[src/rtl/jtframe_osd_tx.sv]
// ============================================================================
// jtframe_osd_tx
// ----------------------------------------------------------------------------
// Initiator side of the OSD command bus. Frames a transaction with io_osd,
// sends a command byte followed by payload words, and qualifies every word
// with a one-cycle io_strobe pulse. Supports enable, disable, info-box and
// character-buffer row writes (rows are streamed from a synchronous RAM).
//
// Parameters:
//   STB_GAP    low cycles after each strobe (values below 1 act as 1)
//   FRAME_GAP  cycles io_osd is held low after a transaction before done
//              (values below 1 act as 1)
//
// Ports:
//   clk_sys            in   system clock, rising edge
//   rst_n              in   asynchronous active-low reset
//   req                in   start request, sampled only in IDLE
//   op[1:0]            in   0 disable, 1 enable, 2 info box, 3 buffer write
//   row[4:0]           in   start row for a write
//   nrows[3:0]         in   rows to write minus 1
//   info_x/info_y      in   info-box position (12 bits each)
//   info_w/info_h      in   info-box size in 8-pixel units (6 bits each)
//   rot[1:0]           in   rotation code sent with info
//   buf_addr[12:0]     out  character RAM read address
//   buf_data[7:0]      in   RAM read data, one-cycle latency
//   busy               out  transaction in progress
//   done               out  one-cycle end-of-transaction pulse
//   io_osd             out  transaction frame
//   io_strobe          out  word qualifier
//   io_din[15:0]       out  word bus
// ============================================================================
module jtframe_osd_tx #(
    parameter int STB_GAP   = 1,
    parameter int FRAME_GAP = 2
) (
    input  logic        clk_sys,
    input  logic        rst_n,
    input  logic        req,
    input  logic [1:0]  op,
    input  logic [4:0]  row,
    input  logic [3:0]  nrows,
    input  logic [11:0] info_x,
    input  logic [11:0] info_y,
    input  logic [5:0]  info_w,
    input  logic [5:0]  info_h,
    input  logic [1:0]  rot,
    output logic [12:0] buf_addr,
    input  logic [7:0]  buf_data,
    output logic        busy,
    output logic        done,
    output logic        io_osd,
    output logic        io_strobe,
    output logic [15:0] io_din
);

    localparam int SG = (STB_GAP   < 1) ? 1 : STB_GAP;
    localparam int FG = (FRAME_GAP < 1) ? 1 : FRAME_GAP;

    localparam logic [15:0] GAP_LOAD   = 16'(SG - 1);
    localparam logic [15:0] CLOSE_LOAD = 16'(FG - 1);

    localparam logic [1:0] OP_DIS  = 2'd0;
    localparam logic [1:0] OP_EN   = 2'd1;
    localparam logic [1:0] OP_INFO = 2'd2;
    localparam logic [1:0] OP_WR   = 2'd3;

    localparam logic [2:0] S_IDLE   = 3'd0;
    localparam logic [2:0] S_SETUP  = 3'd1;
    localparam logic [2:0] S_STROBE = 3'd2;
    localparam logic [2:0] S_GAP    = 3'd3;
    localparam logic [2:0] S_CLOSE  = 3'd4;
    localparam logic [2:0] S_DONE   = 3'd5;

    // Command byte for an operation, zero-extended to the bus width.
    function automatic logic [15:0] cmd_word(input logic [1:0] f_op,
                                             input logic [4:0] f_row);
        logic [15:0] w;
        case (f_op)
            OP_DIS:  w = 16'h0040;
            OP_EN:   w = 16'h0041;
            OP_INFO: w = 16'h0045;
            OP_WR:   w = 16'h0020 | {11'd0, f_row};
            default: w = 16'h0000;
        endcase
        return w;
    endfunction

    // Index of the final word of a transaction (word 0 is the command).
    function automatic logic [13:0] last_index(input logic [1:0] f_op,
                                               input logic [3:0] f_nrows);
        logic [13:0] l;
        case (f_op)
            OP_INFO: l = 14'd5;
            OP_WR:   l = {2'b00, f_nrows, 8'hFF} + 14'd1;
            default: l = 14'd0;
        endcase
        return l;
    endfunction

    // Info-box payload word for word index 1..5.
    function automatic logic [15:0] info_word(input logic [13:0] f_idx,
                                              input logic [11:0] f_x,
                                              input logic [11:0] f_y,
                                              input logic [5:0]  f_w,
                                              input logic [5:0]  f_h,
                                              input logic [1:0]  f_rot);
        logic [15:0] w;
        case (f_idx)
            14'd1:   w = {4'b0, f_x};
            14'd2:   w = {4'b0, f_y};
            14'd3:   w = {10'b0, f_w};
            14'd4:   w = {10'b0, f_h};
            14'd5:   w = {14'b0, f_rot};
            default: w = 16'h0000;
        endcase
        return w;
    endfunction

    logic [2:0]  r_state;
    logic [1:0]  r_op;
    logic [4:0]  r_row;
    logic [11:0] r_x;
    logic [11:0] r_y;
    logic [5:0]  r_w;
    logic [5:0]  r_h;
    logic [1:0]  r_rot;
    logic [13:0] r_last;
    logic [13:0] r_wcnt;
    logic [15:0] r_gcnt;
    logic [15:0] r_ccnt;
    logic [12:0] r_addr;
    logic        r_busy;
    logic        r_done;
    logic        r_osd;
    logic        r_strobe;
    logic [15:0] r_din;

    logic [12:0] w_next_addr;
    logic [13:0] w_wcnt_inc;

    // Address of data word r_wcnt (data word k follows word index k); wraps at 2^13.
    assign w_next_addr = {r_row, 8'h00} + r_wcnt[12:0];
    assign w_wcnt_inc  = r_wcnt + 14'd1;

    // Transaction sequencer; all bus outputs are registered alongside the state.
    always_ff @(posedge clk_sys or negedge rst_n) begin
        if (!rst_n) begin
            r_state  <= S_IDLE;
            r_op     <= 2'd0;
            r_row    <= 5'd0;
            r_x      <= 12'd0;
            r_y      <= 12'd0;
            r_w      <= 6'd0;
            r_h      <= 6'd0;
            r_rot    <= 2'd0;
            r_last   <= 14'd0;
            r_wcnt   <= 14'd0;
            r_gcnt   <= 16'd0;
            r_ccnt   <= 16'd0;
            r_addr   <= 13'd0;
            r_busy   <= 1'b0;
            r_done   <= 1'b0;
            r_osd    <= 1'b0;
            r_strobe <= 1'b0;
            r_din    <= 16'd0;
        end else begin
            case (r_state)
                S_IDLE: begin
                    r_done <= 1'b0;
                    if (req) begin
                        r_op    <= op;
                        r_row   <= row;
                        r_x     <= info_x;
                        r_y     <= info_y;
                        r_w     <= info_w;
                        r_h     <= info_h;
                        r_rot   <= rot;
                        r_last  <= last_index(op, nrows);
                        r_wcnt  <= 14'd0;
                        r_din   <= cmd_word(op, row);
                        r_osd   <= 1'b1;
                        r_busy  <= 1'b1;
                        r_state <= S_SETUP;
                    end else begin
                        r_state <= S_IDLE;
                    end
                end
                S_SETUP: begin
                    // RAM data for this word became valid during SETUP.
                    if ((r_op == OP_WR) && (r_wcnt != 14'd0)) begin
                        r_din <= {8'h00, buf_data};
                    end else begin
                        r_din <= r_din;
                    end
                    r_strobe <= 1'b1;
                    r_state  <= S_STROBE;
                end
                S_STROBE: begin
                    r_strobe <= 1'b0;
                    r_gcnt   <= GAP_LOAD;
                    // Present the next word's address a full GAP ahead of its SETUP.
                    if ((r_op == OP_WR) && (r_wcnt != r_last)) begin
                        r_addr <= w_next_addr;
                    end else begin
                        r_addr <= r_addr;
                    end
                    r_state <= S_GAP;
                end
                S_GAP: begin
                    if (r_gcnt != 16'd0) begin
                        r_gcnt <= r_gcnt - 16'd1;
                    end else if (r_wcnt == r_last) begin
                        r_osd   <= 1'b0;
                        r_din   <= 16'd0;
                        r_ccnt  <= CLOSE_LOAD;
                        r_state <= S_CLOSE;
                    end else begin
                        r_wcnt <= w_wcnt_inc;
                        if (r_op == OP_INFO) begin
                            r_din <= info_word(w_wcnt_inc, r_x, r_y, r_w, r_h, r_rot);
                        end else begin
                            r_din <= r_din;
                        end
                        r_state <= S_SETUP;
                    end
                end
                S_CLOSE: begin
                    if (r_ccnt != 16'd0) begin
                        r_ccnt <= r_ccnt - 16'd1;
                    end else begin
                        r_done  <= 1'b1;
                        r_busy  <= 1'b0;
                        r_state <= S_DONE;
                    end
                end
                S_DONE: begin
                    // req is deliberately not sampled here.
                    r_done  <= 1'b0;
                    r_state <= S_IDLE;
                end
                default: begin
                    r_state  <= S_IDLE;
                    r_busy   <= 1'b0;
                    r_done   <= 1'b0;
                    r_osd    <= 1'b0;
                    r_strobe <= 1'b0;
                    r_din    <= 16'd0;
                end
            endcase
        end
    end

    assign buf_addr  = r_addr;
    assign busy      = r_busy;
    assign done      = r_done;
    assign io_osd    = r_osd;
    assign io_strobe = r_strobe;
    assign io_din    = r_din;

endmodule
[config.mk]
export PLATFORM = sky130hd
export DESIGN_NAME = jtframe_osd_tx
export DESIGN_NICKNAME = d
export VERILOG_FILES = /design/src/rtl/jtframe_osd_tx.sv
export SDC_FILE = /design/constraint.sdc
export NUM_CORES = 1
export LEC_CHECK = 0
export BUFFER_PORTS_ARGS = -buffer_cell sky130_fd_sc_hd__buf_4
export CORE_UTILIZATION = 25
export DETAILED_ROUTE_END_ITERATION = 12
export SLEW_MARGIN = 20
export SYNTH_ARGS = -nofsm -noshare
export SYNTH_HDL_FRONTEND = slang
export SYNTH_SLANG_ARGS = --single-unit
[constraint.sdc]
create_clock -name clk_sys -period 2.2 [get_ports clk_sys]
set_input_delay 0.33 -clock clk_sys [delete_from_list [all_inputs] [get_ports clk_sys]]
set_output_delay 0.33 -clock clk_sys [all_outputs]
set_load 0.01 [all_outputs]
==> metrics.log, run 1 <==
INFO  metric clkSinkCount = 129
INFO  metric postSynthCellCount = between 700 and 800
INFO  metric cts-hold-fix-buffers = 0
INFO  metric ys_async_sr_fraction = 100%
INFO  metric hold_viol_final = 16
INFO  metric r2r_setup_slack = -0.05 ns
INFO  metric syn-mean-instance-area = 9.31 um^2
INFO  metric cts_root_buf = clkbuf_16
INFO  metric grt_most_used_layer = met2
INFO  metric grt_max_degree = 130
INFO  metric detailedRoute.firstIterationViolations = 380
INFO  metric gpl.final_weighted_congestion = 0.810
INFO  metric synth_mux_area_share = 2.29%
INFO  metric detailedPlacementHpwl = 14000 um
INFO  metric synth_enable_flop_cells = 0
INFO  metric ir_drop = 428 uV
INFO  metric floorplan.initialDensity = 25.7%
INFO  metric clock_slew_at_the_register_clock_pins_of_the_worst_setup_and_hold_paths = 0.06 ns
INFO  metric groute.usage.overall = 14.3%
INFO  metric io_buffer_count = 88
INFO  metric fill_count = 2587
INFO  metric outcome = complete, but fails checks
INFO  metric postSynthRegisterBits = 129
INFO  metric leakagePower = 4.70 nW
INFO  metric grt_pass1_vias = between 6000 and 7000
INFO  metric first_pass_grt_wire_length = 31600 um
INFO  metric tightest_slew = 0.765 ns
INFO  metric synth.yosys.seq_area_share = 47.6%
INFO  metric violations = hold timing, setup timing
INFO  metric standard_cell_row_count = just under 60
INFO  metric layout-area-overhead-vs-synth = 45.0%
INFO  metric layout_setup_ws = -0.0530 ns
INFO  metric dpl-instance-area = around 8500 um^2
INFO  metric synth-adder-area-share = 2.66%
INFO  metric grt_overflow = 0
INFO  metric area_fraction_of_the_dominant_cell_type_after_synthesis = 47.6%
INFO  metric final_common_cell = buf_4
INFO  metric max-slew-margin-rel = 49.0%
INFO  metric synthTopCellsByArea = dfrtp_1 48%, nand2_1 9.6%, xnor2_1 3.1%
INFO  metric timing_worst_setup_path_type = reg2reg
INFO  metric layout_worst_path_cycle_share = 102%
INFO  metric syn_area = between 6000 and 7000 um^2
INFO  metric clock_latency = 0.43 ns
INFO  metric max_freq = ~0.44 GHz
INFO  metric grt_setup_unrepaired = yes
INFO  metric io-pin-count = 93
INFO  metric startpoint_type = flop
INFO  metric synth_flop_cell = dfrtp_1
INFO  metric critical_path.endpoint_type = flop
INFO  metric place_inst = 1221
INFO  metric maxCapViolCount = 0
INFO  metric synth_simple_gate_area_share = roughly 23%
INFO  metric highest_count_cells_in_the_layout_ignoring_fill_and_taps = 207 x buf_4, 169 x nand2_1, 124 x dfrtp_1, 49 x nor2_1, 26 x o21ai_0
INFO  metric route.final.wire_length = just under 20000 um
INFO  metric drtAntennaViolNets = 0
INFO  metric skew = about 0.015 ns
INFO  metric synthesis.yosys.warnings = 0
INFO  metric holdWs = -0.0175 ns
INFO  metric via_count = 6141
INFO  metric crit_start = r_wcnt[0]
INFO  metric critical_path_peak_fanout = 3
INFO  metric crit_arrival = 2.57 ns
INFO  metric fp.coreArea = 26400 um^2
INFO  metric die_w = 167 um
INFO  metric synthDominantAreaCellType = dfrtp_1
INFO  metric final-instance-count-excl-fill = approximately 1300
INFO  metric timing.final.max_slew_violations = 0
INFO  metric cts_buffer_depth = 2
INFO  metric grt_util_met3 = 2.99%
INFO  metric reg2reg_from = r_wcnt[0]
INFO  metric xor_xnor_share_of_the_synthesized_area = under 10%
INFO  metric share_of_the_synthesized_area_in_compound_gates_ao_oa_aoi_oai = 15.4%
INFO  metric use_met2 = 22.9%
INFO  metric layout-drive-gt1-share = 36.5%
INFO  metric drt-pass1-iter-count = 6
INFO  metric final_design_area_no_fill = 9830 um^2
INFO  metric period_needed = 2.25 ns
INFO  metric power_density = ~600 nW/um^2
INFO  metric worstPathRequired = 2.51 ns
INFO  metric avgViaCountPerCell = about 4.8
INFO  metric postLayoutCoreUtil = 37.3%
INFO  metric diodes = 0
INFO  metric dieArea = 27800 um^2
INFO  metric remaining_drc_errors = 0
INFO  metric finalNetCount = 1009
INFO  metric htree_levels = 4
INFO  metric cts_inserted_buffers = 17
INFO  metric finalSetupViolations = 5
INFO  metric synth_top_family_by_area = simple AND/OR/NAND/NOR gates
INFO  metric post-place-ws = -0.124 ns
INFO  metric post_drt_wl_per_cell = between 15 and 20 um
INFO  metric synthDistinctLibCells = 75
INFO  metric grt_antenna_before_repair = 0
INFO  metric cts_tree = yes
INFO  metric worstHoldPathType = in2async
INFO  metric grtUsageMet1 = 19.4%
INFO  metric fp.dieH = approximately 170 um
-- cells in the mapped netlist, types with 11 or more instances --
cell,instances
dfrtp_1,129
inv_1,19
xor2_1,12
nand3_1,16
a22o_1,11
buf_2,15
nor2_1,50
a21oi_1,13
o21ai_0,41
clkbuf_1,19
nor3_1,24
mux2_2,12
ha_1,12
nand2_1,174
xnor2_1,24
-- cell families (layout without fill, tap and decap cells) --
| kind of cell | Yosys count | after routing |
|---|---|---|
| flip-flops | 129 | 129 |
| AO/OA/AOI/OAI | 142 | 142 |
| buffers and inverters | 65 | 283 |
| multiplexers | 14 | 14 |
| XOR/XNOR | 36 | 36 |
| adder cells (fa/ha/maj) | 14 | 14 |
| other | 1 | 4 |
| AND/OR/NAND/NOR | 327 | 327 |
-- area by class of cell --
| class | instances | area (um^2) | share of cell area (%) |
|---|---|---|---|
| multi-input cells | 537 | 3580 | 36.4 |
| flip-flops and latches | 129 | 3230 | 32.9 |
| repair buffers | 231 | 1890 | 19.2 |
| clock buffers | 19 | 433 | 4.40 |
| well taps | 335 | 419 | 4.26 |
| clock inverters | 13 | 198 | 2.01 |
| inverters | 20 | 75.1 | 0.764 |
-- per-stage QoR --
stage | power [mW] | setup TNS, ns
detailed placement | 2.73 | -0.945
finish | 5.74 | -0.0966
CTS | 5.78 | -0.0449
floorplan | 2.55 | -0.0702
global route | 5.91 | -1.38
global placement | 2.72 | -0.231
-- worst max-delay path, stage by stage (launching register included) --
cell and delay, ns:
dfrtp_2 0.43, buf_4 0.15, buf_4 0.13, ha_1 0.20, or4_4 0.57, o311ai_4 0.09, nor3_1 0.08, a31o_2 0.24
mux2_2 0.26
-- layer usage --
| metal | part of all wire (%) | up-vias |
|---|---|---|
| met4 | 1.4 | 0 |
| met3 | 4.2 | 17 |
| met5 | 0 | - |
| met1 | 46 | 3032 |
| met2 | 48 | 136 |
| li1 | - | 2956 |
-- flip-flops by register name (all words and copies together), names as in the netlist --
name,flops
done,1
r_rot,2
buf_addr,13
r_row,5
r_op,2
r_ccnt,16
busy,1
io_strobe,1
r_w,6
r_state,3
r_last,6
r_h,6
r_x,12
io_osd,1
r_y,12
r_wcnt,14
r_gcnt,16
io_din,12
-- power by group --
part | internal (mW) | switching [mW]
Combinational | 0.108 | 0.124
Sequential | 2.42 | 0.0300
Clock | 1.92 | 1.14
-- what timing repair did --
action / in CTS / in global routing
resized for setup: 11 / 89
pin swaps: 4 / 40
gates cloned: 0 / 3
setup buffers: 11 / 20
endpoints found under the setup margin: 24 / 60
-- final timing paths --
path                            cells past startpoint           to
worst max-delay path                                8    io_din[7]
worst min-delay path                                2  buf_addr[3]
worst max register to register                      8    io_din[7]
worst min register to register                      2       r_h[3]
max in group asynchronous                           2    r_wcnt[9]
min in group clk_sys                                3       r_x[3]
No activity file was read; power rests on OpenSTA's default activity.
==> inputs of run 2 (changes only) <==
CORE_ASPECT_RATIO = 0.75   (was not set)
==> metrics.log, run 2 (synthesis gave the netlist of run 1 again) <==
INFO  metric outcome = complete, but fails checks (unchanged)
INFO  metric violations = setup timing (was hold timing, setup timing)
INFO  metric skew = 0.0122 ns (was 0.0151 ns)
INFO  metric clock_latency = 0.43 ns (about the same)
INFO  metric cts_buffer_depth = 2 (unchanged)
INFO  metric finalSetupViolations = 5 (unchanged)
INFO  metric highest_count_cells_in_the_layout_ignoring_fill_and_taps = 193 x buf_4, 173 x nand2_1, 126 x dfrtp_1, 49 x nor2_1, 28 x o21ai_0 (was 207 x buf_4, 169 x nand2_1, 124 x dfrtp_1, 49 x nor2_1, 26 x o21ai_0)
INFO  metric min_delay_worst_endpoint = r_x[10]
INFO  metric maxCapViolCount = 0 (unchanged)
INFO  metric floorplan.initialDensity = 25.8% (was 25.7%)
INFO  metric holdWs = 0.0865 ns (was -0.0175 ns)
INFO  metric io-pin-count = 93 (unchanged)
INFO  metric cts_root_buf = clkbuf_16 (unchanged)
INFO  metric clkSinkCount = 129 (unchanged)
INFO  metric timing.final.max_slew_violations = 0 (unchanged)
INFO  metric grt_antenna_before_repair = 0 (unchanged)
INFO  metric worstHoldPathType = in2reg (was in2async)
INFO  metric layout_setup_ws = -0.0480 ns (was -0.0530 ns)
INFO  metric postLayoutCoreUtil = 36.3% (was 37.3%)
INFO  metric grt_setup_unrepaired = yes (unchanged)
INFO  metric min_delay_path_depth = 3
INFO  metric layout_worst_path_cycle_share = 102% (about the same)
INFO  metric avgViaCountPerCell = 4.71 (was 4.78)
INFO  metric tightest_slew = 0.567 ns (was 0.765 ns)
INFO  metric dpl-instance-area = 8540 um^2 (was 8530 um^2)
INFO  metric cts_inserted_buffers = 17 (unchanged)
INFO  metric grt_pass1_vias = 5723 (was 6045)
INFO  metric crit_arrival = 2.56 ns (was 2.57 ns)
INFO  metric hold_viol_final = 0 (was 16)
INFO  metric io_buffer_count = 88 (unchanged)
INFO  metric post-place-ws = -0.0694 ns (was -0.124 ns)
INFO  metric r2r_setup_slack = -0.05 ns (about the same)
INFO  metric route.final.wire_length = 20700 um (was 19900 um)
INFO  metric detailedRoute.firstIterationViolations = 410 (was 380)
INFO  metric period_needed = 2.25 ns (about the same)
INFO  metric htree_levels = 4 (unchanged)
INFO  metric place_inst = 1228 (was 1221)
INFO  metric reg2reg_from = r_wcnt[1] (was r_wcnt[0])
INFO  metric cts_tree = yes (unchanged)
INFO  metric dieArea = 27800 um^2 (about the same)
INFO  metric groute.usage.overall = 15.2% (was 14.3%)
INFO  metric drtAntennaViolNets = 0 (unchanged)
INFO  metric layout-area-overhead-vs-synth = 40.7% (was 45.0%)
INFO  metric worstPathRequired = 2.51 ns (about the same)
INFO  metric rr_endpoint = io_din[7] (unchanged)
INFO  metric ir_drop = 443 uV (was 428 uV)
INFO  metric final-instance-count-excl-fill = 1272 (was 1284)
INFO  metric finalNetCount = 989 (was 1009)
INFO  metric grt_max_degree = 55 (was 130)
INFO  metric detailedPlacementHpwl = 15000 um (was 14000 um)
INFO  metric diodes = 0 (unchanged)
INFO  metric timing_worst_setup_path_type = reg2reg (unchanged)
INFO  metric startpoint_type = flop (unchanged)
INFO  metric r2r.worst_path.cells = 8 (unchanged)
INFO  metric die_w = 192 um (was 167 um)
INFO  metric standard_cell_row_count = 51 (was 59)
INFO  metric via_count = 5991 (was 6141)
INFO  metric gpl.final_weighted_congestion = 0.872 (was 0.810)
INFO  metric use_met2 = 21.1% (was 22.9%)
INFO  metric final_design_area_no_fill = 9540 um^2 (was 9830 um^2)
INFO  metric grt_overflow = 0 (unchanged)
INFO  metric layout-drive-gt1-share = 33.8% (was 36.5%)
INFO  metric totalPowerFinal = 5.64 mW (was 5.74 mW)
INFO  metric fp.coreArea = 26300 um^2 (was 26400 um^2)
INFO  metric post_drt_wl_per_cell = 16.3 um (was 15.5 um)
INFO  metric max-slew-margin-rel = 62.2% (was 49.0%)
INFO  metric drt-pass1-iter-count = 5 (was 6)
INFO  metric grtUsageMet1 = 22.5% (was 19.4%)
INFO  metric grt_most_used_layer = met1 (was met2)
INFO  metric first_pass_grt_wire_length = 32000 um (was 31600 um)
INFO  metric fp.dieH = 145 um (was 167 um)
INFO  metric final.setup.tns = -0.0881 ns (was -0.0966 ns)
INFO  metric remaining_drc_errors = 0 (unchanged)
INFO  metric critical_path.endpoint_type = flop (unchanged)
INFO  metric power_density = 591 nW/um^2 (was 584 nW/um^2)
INFO  metric clock_slew_at_the_register_clock_pins_of_the_worst_setup_and_hold_paths = 0.06 ns (about the same)
INFO  metric min_from = info_x[10]
INFO  metric max_freq = 0.445 GHz (was 0.444 GHz)
INFO  metric critical_path_peak_fanout = 3 (unchanged)
INFO  metric grt_util_met3 = 4.56% (was 2.99%)
INFO  metric leakagePower = 4.50 nW (was 4.70 nW)
INFO  metric top_regs = r_ccnt: 16 flops, r_gcnt: 16 flops, r_wcnt: 14 flops (unchanged)
INFO  metric final_common_cell = buf_4 (unchanged)
run 2: routing by layer:
layer,wire [um],vias to the layer above
met5,0,-
met4,189,0
met3,1300,14
met2,8970,167
met1,10300,2890
li1,-,2920
run 2: critical path, stage by stage (launching register included):
cell and delay (ns):
dfrtp_1 0.40, buf_4 0.15, buf_4 0.13, ha_1 0.23, or4_4 0.56, o311ai_4 0.09, nor3_1 0.09, a31o_2 0.23
mux2_2 0.25
run 2: cell type report:
class	count	area (um^2)
Clock inverter	14	180
Inverter	20	75.1
Clock buffer	17	425
Tap cell	344	430
Timing Repair Buffer	211	1690
Fill cell	2727	16700
Sequential cell	129	3230
Multi-Input combinational cell	537	3510
run 2: worst max-delay path by stage:
| stage | from | endpoint | slack (ns) | depth (start not counted) |
|---|---|---|---|---|
| floorplan | r_wcnt[1] | io_din[7] | -0.07 | 9 |
| global placement | r_wcnt[0] | io_din[1] | -0.01 | 9 |
| detailed placement | r_gcnt[5] | io_din[8] | -0.07 | 7 |
| CTS | r_wcnt[1] | io_din[7] | -0.02 | 8 |
| global route | r_wcnt[0] | r_ccnt[13] | -0.12 | 11 |
| finish | r_wcnt[1] | io_din[7] | -0.05 | 8 |
run 2: what timing repair did:
item,CTS,global route
endpoints found under the setup margin,28,53
pin swaps,14,35
gates cloned,0,0
setup buffers,6,6
hold buffers,1,0
endpoints found under the hold margin,33,0
resized for setup,21,50
run 2: where the power goes:
part	leakage (nW)	internal (mW)	switching, mW
Sequential	1.70	2.42	0.0290
Combinational	2.51	0.113	0.131
Clock	0.291	1.79	1.15
Total	4.50	4.32	1.31
